[config.mk]
export PLATFORM = sky130hd
export DESIGN_NAME = fetch_prefetch_unit
export DESIGN_NICKNAME = d
export VERILOG_FILES = /design/src/rtl/fetch_prefetch_unit_pkg.sv /design/src/rtl/fetch_prefetch_unit_queue.sv /design/src/rtl/fetch_prefetch_unit.sv
export SDC_FILE = /design/constraint.sdc
export NUM_CORES = 1
export LEC_CHECK = 0
export ABC_AREA = 0
export BUFFER_PORTS_ARGS = -buffer_cell sky130_fd_sc_hd__clkbuf_2
export CORE_UTILIZATION = 35
export CTS_CLUSTER_SIZE = 25
export DETAILED_ROUTE_END_ITERATION = 10
export REMOVE_ABC_BUFFERS = 1
export SLEW_MARGIN = 10
export SYNTH_ARGS = -nofsm -noshare
export SYNTH_HDL_FRONTEND = slang
export SYNTH_SLANG_ARGS = --single-unit
[constraint.sdc]
create_clock -name clk -period 4.97 [get_ports clk]
set_clock_uncertainty 0.05 [all_clocks]
set_input_delay 0.994 -clock clk [delete_from_list [all_inputs] [get_ports clk]]
set_output_delay 0.994 -clock clk [all_outputs]
set_load 0.01 [all_outputs]
[src/rtl/fetch_prefetch_unit_pkg.sv]
// Shared definitions for the instruction fetch / prefetch unit: FSM state
// encoding, queue entry layout, reset constants and an alignment helper.
package fetch_prefetch_unit_pkg;

    // Fetch address used after reset when the top is not overridden.
    localparam logic [31:0] DEFAULT_RESET_PC = 32'h0000_0000;

    // Instruction presented toward IF/ID while the queue is empty.
    localparam logic [31:0] NOP_INSTR = 32'h0000_0000;

    // IDLE: no request on the bus.
    // REQ : a live request is outstanding; its data will be queued.
    // DROP: a request issued before a redirect is still outstanding; its
    //       data must be thrown away when it finally returns.
    typedef enum logic [1:0] {
        ST_IDLE = 2'd0,
        ST_REQ  = 2'd1,
        ST_DROP = 2'd2
    } fetch_state_t;

    // One prefetched instruction together with the address it came from.
    typedef struct packed {
        logic [31:0] pc;
        logic [31:0] instr;
    } fetch_entry_t;

    localparam int ENTRY_W = $bits(fetch_entry_t);

    // Force an address onto a word boundary.
    function automatic logic [31:0] align_word(input logic [31:0] addr);
        return {addr[31:2], 2'b00};
    endfunction

endpackage

[src/rtl/fetch_prefetch_unit_queue.sv]
// fetch_queue: synchronous FIFO holding prefetched instructions. Flush empties
// it in one edge and wins over push/pop. DEPTH must be a power of two so the
// read/write pointers wrap naturally.
module fetch_queue #(
    parameter  int DEPTH = 4,
    parameter  int WIDTH = 64,
    localparam int AW    = (DEPTH > 1) ? $clog2(DEPTH) : 1,
    localparam int CW    = $clog2(DEPTH + 1)
) (
    input  logic             clk,
    input  logic             rst_n,
    input  logic             push,
    input  logic             pop,
    input  logic             flush,
    input  logic [WIDTH-1:0] wdata,
    output logic [WIDTH-1:0] rdata,
    output logic             full,
    output logic             empty,
    output logic [CW-1:0]    count
);

    logic [WIDTH-1:0] mem [DEPTH];
    logic [AW-1:0]    wr_ptr;
    logic [AW-1:0]    rd_ptr;
    logic [CW-1:0]    cnt;
    logic             do_push;
    logic             do_pop;

    // A pop frees a slot in the same edge, so push-while-full is legal only
    // together with a pop; the fetch FSM never relies on that, but the guard
    // keeps the occupancy count honest regardless.
    assign do_pop  = pop && !empty && !flush;
    assign do_push = push && (!full || do_pop) && !flush;

    assign full  = (cnt == CW'(DEPTH));
    assign empty = (cnt == '0);
    assign count = cnt;
    assign rdata = mem[rd_ptr];

    // Write the storage array on push.
    // NOTE: the storage is deliberately not reset; cnt alone says which
    // slots hold valid data, and leaving the array resetless keeps it a
    // plain register file / RAM.
    always_ff @(posedge clk) begin
        if (do_push) begin
            mem[wr_ptr] <= wdata;
        end
    end

    // Track pointers and occupancy; flush wins over push and pop.
    // NOTE: all sequential state uses non-blocking assignments so every
    // flop samples the pre-edge values of its neighbours.
    always_ff @(posedge clk or negedge rst_n) begin
        if (!rst_n) begin
            wr_ptr <= '0;
            rd_ptr <= '0;
            cnt    <= '0;
        end else if (flush) begin
            wr_ptr <= '0;
            rd_ptr <= '0;
            cnt    <= '0;
        end else begin
            if (do_push) begin
                wr_ptr <= wr_ptr + AW'(1);
            end
            if (do_pop) begin
                rd_ptr <= rd_ptr + AW'(1);
            end
            case ({do_push, do_pop})
                2'b10:   cnt <= cnt + CW'(1);
                2'b01:   cnt <= cnt - CW'(1);
                default: cnt <= cnt;
            endcase
        end
    end

endmodule

[src/rtl/fetch_prefetch_unit.sv]
// fetch_prefetch_unit: issues sequential word fetches to instruction memory,
// buffers returned words in a small queue and presents the queue head to
// IF/ID. Redirects flush the queue and restart fetching at the new target;
// a request already on the bus when a redirect arrives is allowed to finish
// and its data is dropped.
module fetch_prefetch_unit
    import fetch_prefetch_unit_pkg::*;
#(
    parameter logic [31:0] RESET_PC = DEFAULT_RESET_PC,
    parameter int          QDEPTH   = 4
) (
    input  logic        clk,
    input  logic        rst_n,
    output logic        imem_req,
    output logic [31:0] imem_addr,
    input  logic        imem_ack,
    input  logic [31:0] imem_rdata,
    input  logic        stall,
    input  logic        redirect,
    input  logic [31:0] redirect_pc,
    output logic [31:0] instr,
    output logic [31:0] instr_pc,
    output logic        instr_valid
);

    localparam int CW = $clog2(QDEPTH + 1);

    fetch_state_t state;
    logic [31:0]  fetch_pc;
    logic [31:0]  req_addr;
    logic         req_q;

    logic         q_push;
    logic         q_pop;
    logic         q_full;
    logic         q_empty;
    logic [CW-1:0] q_count;
    fetch_entry_t q_wdata;
    fetch_entry_t q_rdata;

    logic [CW:0]  count_after;
    logic         room_after;
    logic [31:0]  target_pc;

    // Only a live (non-stale) ack pushes; a redirect in the same cycle
    // discards the word. Pops follow IF/ID acceptance, and a redirect
    // overrides both since it flushes the queue anyway.
    assign q_push    = (state == ST_REQ) && imem_ack && !redirect;
    assign q_pop     = !q_empty && !stall && !redirect;
    assign q_wdata   = '{pc: req_addr, instr: imem_rdata};
    assign target_pc = align_word(redirect_pc);

    // Occupancy after this edge's push/pop decides whether the next request
    // can be issued back-to-back without ever overfilling the queue.
    // NOTE: every always_comb output gets a default first so no path can
    // leave it unassigned and infer a latch.
    always_comb begin
        count_after = {1'b0, q_count};
        if (q_push) begin
            count_after = count_after + (CW + 1)'(1);
        end
        if (q_pop) begin
            count_after = count_after - (CW + 1)'(1);
        end
        room_after = (count_after < (CW + 1)'(QDEPTH));
    end

    // Fetch FSM: state, next fetch address, bus address and request flag.
    always_ff @(posedge clk or negedge rst_n) begin
        if (!rst_n) begin
            state    <= ST_IDLE;
            fetch_pc <= RESET_PC;
            req_addr <= RESET_PC;
            req_q    <= 1'b0;
        end else begin
            case (state)
                ST_IDLE: begin
                    if (redirect) begin
                        fetch_pc <= target_pc;
                    end else if (!q_full) begin
                        state    <= ST_REQ;
                        req_addr <= fetch_pc;
                        req_q    <= 1'b1;
                    end
                end
                ST_REQ: begin
                    if (imem_ack) begin
                        if (redirect) begin
                            // Returned word is stale; restart from the target.
                            state    <= ST_IDLE;
                            fetch_pc <= target_pc;
                            req_q    <= 1'b0;
                        end else begin
                            fetch_pc <= fetch_pc + 32'd4;
                            if (room_after) begin
                                req_addr <= fetch_pc + 32'd4;
                            end else begin
                                state <= ST_IDLE;
                                req_q <= 1'b0;
                            end
                        end
                    end else if (redirect) begin
                        // Keep the bus request stable until it is acked.
                        state    <= ST_DROP;
                        fetch_pc <= target_pc;
                    end
                end
                ST_DROP: begin
                    if (redirect) begin
                        fetch_pc <= target_pc;
                    end
                    if (imem_ack) begin
                        state <= ST_IDLE;
                        req_q <= 1'b0;
                    end
                end
                default: begin
                    state <= ST_IDLE;
                    req_q <= 1'b0;
                end
            endcase
        end
    end

    assign imem_req  = req_q;
    assign imem_addr = req_addr;

    fetch_queue #(
        .DEPTH (QDEPTH),
        .WIDTH (ENTRY_W)
    ) u_queue (
        .clk   (clk),
        .rst_n (rst_n),
        .push  (q_push),
        .pop   (q_pop),
        .flush (redirect),
        .wdata (q_wdata),
        .rdata (q_rdata),
        .full  (q_full),
        .empty (q_empty),
        .count (q_count)
    );

    // Empty queue presents a NOP at pc 0 rather than stale storage.
    assign instr_valid = !q_empty;
    assign instr       = q_empty ? NOP_INSTR : q_rdata.instr;
    assign instr_pc    = q_empty ? 32'h0000_0000 : q_rdata.pc;

endmodule
==> qor.csv <==
metric;value;unit
kind of critical path;reg2out;
TritonCTS buffer count;39;
post-synth top area cell;edfxtp_1;
Netlist Area Pre-Place;14280;sq um
met2 global-route usage;26.28;%
CTS resizes;0;
M3 GR Usage;3.587;%
RSZ-0062 raised after global routing;no;
GRT overflow;0;
# port buffers;164;
max-cap violations;0;
Vias per Instance;5.191;
met1 usage;22.35;%
DR WL/cell;20.72;um
# DRC;0;
power per cell area;470.0;nW/um^2
library cells used by synthesis;63;
initial antenna violation count;0;
outcome;complete, no violations;
Worst Tran Pin Value;1.140;ns
Synth Register Bits;330;
Routed Antenna Nets;0;
setup bufs post-CTS;0;
die height;204.0;um
worst path cell trace;inv_1 > ha_1 > nor2b_1 > inv_2 > buf_4 > and2_1 > clkbuf_2;
Area growth, synth to finish;19.45;%
max-slew violations;0;
row count;73;
FFs w/ async S/R, synth;22.42;%
Post-synth top cells;edfxtp_1, and2_1, dfrtp_1;
post-synthesis sequential area ratio;66.79;%
grt peak-use layer;met2;
mean post-synth cell area;15.78;sq um
Required @ worst endpoint;3.93;ns
worst hold path type;in2async;
Final setup viols;0;
critical-path maximum fanout;34;
CTS Sinks;330;
Worst-path clk slew;0.06;ns
IO Pins;167;
worst-skew pair later-pin latency;0.54;ns
GP Congestion;0.7875;
top-count cell post-synth;edfxtp_1;
Leak Pwr;6.163;nW
Synth top area share;53.82;%
Total Wirelength;33540;um
Core ar.;40010;sq um
ant diodes;0;
Register Area;9547;sq um
post-DP HPWL;20570;um
post-route clock period utilization;79.89;%
vias in the first global route;8264;
DR vias;8405;
die width;204.0;um
htree depth;2;
top_reg_cell synth;edfxtp_1;
Post-synth EDFFs;256;
die area;41620;sq um
CP startpoint kind;flop;
delay of the slowest cell on the worst path;0.55;ns
initial DRC count;501;
Arr. time, crit path;2.93;ns
Final Total Pwr;8.019;mW
Critical-path top delay cell;inv_2;
synth top area cells;edfxtp_1, dfrtp_1, mux4_2;
first-pass GRT wire length;50740;um
final hold violations;0;
nets;1140;
fmax;251.9;MHz
Mapped Cells;905;
endpoint type of the worst setup path;output pin;
router iterations before antenna repair;5;
setup TNS;0;ns
clock buffer depth;3;
peak supply drop;0.0001983;V
YS warnings;0;
largest net degree at the start of global routing;66;
multi-input logic area;4443;sq um
share of layout cells above drive strength 1;32.27;%
TritonCTS clock tree;yes;
Hold-fix buffers, CTS;0;
Initial Util;35.70;%
minimum clock period;3.970;ns
Fillers;3602;
relative max-transition margin;23.97;%
Root Driver;clkbuf_16;
gr usage total;16.33;%
-- metal layers --
| layer | up-vias | share of wire [%] | wire, um |
|---|---|---|---|
| met5 | - | 0 | 0 |
| met4 | 0 | 1.8 | 599 |
| met3 | 45 | 5.6 | 1885 |
| met2 | 254 | 47 | 15890 |
| met1 | 4296 | 45 | 15160 |
| li1 | 3810 | - | - |
-- final cells by class --
cell class              count  area share, %
flip-flops and latches    330          55.96
multi-input cells         504          26.04
clock buffers              49          6.183
repair buffers            176          5.794
well taps                 525          3.850
clock inverters            23          1.907
inverters                  12         0.2640
-- metrics by stage --
step	area [sq um]	instances	hold slack, ns	util (%)	setup slack (ns)
2_1_floorplan	14010	846	0.3974	-	0.4873
6_report	17060	1619	0.3648	42.64	0.9996
5_1_grt	17060	1619	0.3902	42.64	0.7422
3_3_place_gp	15680	1547	0.4155	39.19	1.315
3_5_place_dp	15680	1547	0.4269	39.19	1.304
4_1_cts	17060	1619	0.3528	42.64	0.8772
-- path summary, 6_finish.rpt --
path | slack, ns | cells past startpoint | end | from
max in group asynchronous | 3.60 | 2 | imem_addr[8] | rst_n
setup reg to reg | 1.77 | 9 | imem_addr[8] | u_queue.count[0]
min in group clk | 0.44 | 1 | fetch_pc[0] | fetch_pc[0]
setup / recovery | 1.0 | 7 | instr_pc[0] | u_queue.count[0]
hold reg to reg | 0.44 | 1 | fetch_pc[0] | fetch_pc[0]
hold / removal | 0.36 | 1 | fetch_pc[29] | rst_n
-- kinds of logic (layout without fill, tap and decap cells) --
| kind of cell | count (synthesis) | after routing | synth area share (%) |
|---|---|---|---|
| adder cells (fa/ha/maj) | 8 | 8 | 0.7534 |
| buffers and inverters | 71 | 260 | 2.225 |
| multiplexers | 107 | 107 | 13.39 |
| XOR/XNOR | 38 | 38 | 2.330 |
| AO/OA/AOI/OAI | 98 | 98 | 4.573 |
| flip-flops | 330 | 330 | 66.79 |
| AND/OR/NAND/NOR | 253 | 253 | 9.943 |
-- report_power, final --
part	leakage (nW)	switching (mW)	internal, mW
Combinational	2.28	0.720	0.652
Sequential	3.21	0.319	3.29
Clock	0.673	1.12	1.92
-- flip-flops by register name, indices dropped and copies added, names as in the netlist --
signal and flops:
state 2, u_queue.wr_ptr 2, imem_addr 32, u_queue.count 3
imem_req 1, fetch_pc 32, u_queue.rd_ptr 2, u_queue.mem 256
-- cell usage in the layout (no fill, tap or decap), drive strengths merged, types with 3 or more instances in the layout --
cell,instances
inv,13
buf,13
mux4,64
nor4,7
a21oi,25
xor2,14
nor3,11
mux2i,11
a22oi,6
nand4,20
a31oi,7
dfrtp,74
clkinv,13
nor2,39
xnor2,24
a31o,3
clkbuf,212
ha,7
nand2,42
and3,12
o22ai,10
mux2,32
bufinv,8
and2,76
nor2b,6
o311ai,4
nand3,26
edfxtp,256
o21ai,22
-- critical path, delay by kind of cell, from the launching register on --
kind | cells | cell delay (ns)
adders and majority gates | 1 | 0.27
buffers and inverters | 4 | 1.18
DFF | 1 | 0.54
and+or+nand+nor | 2 | 0.37
Power figures use the tool's default switching activity.
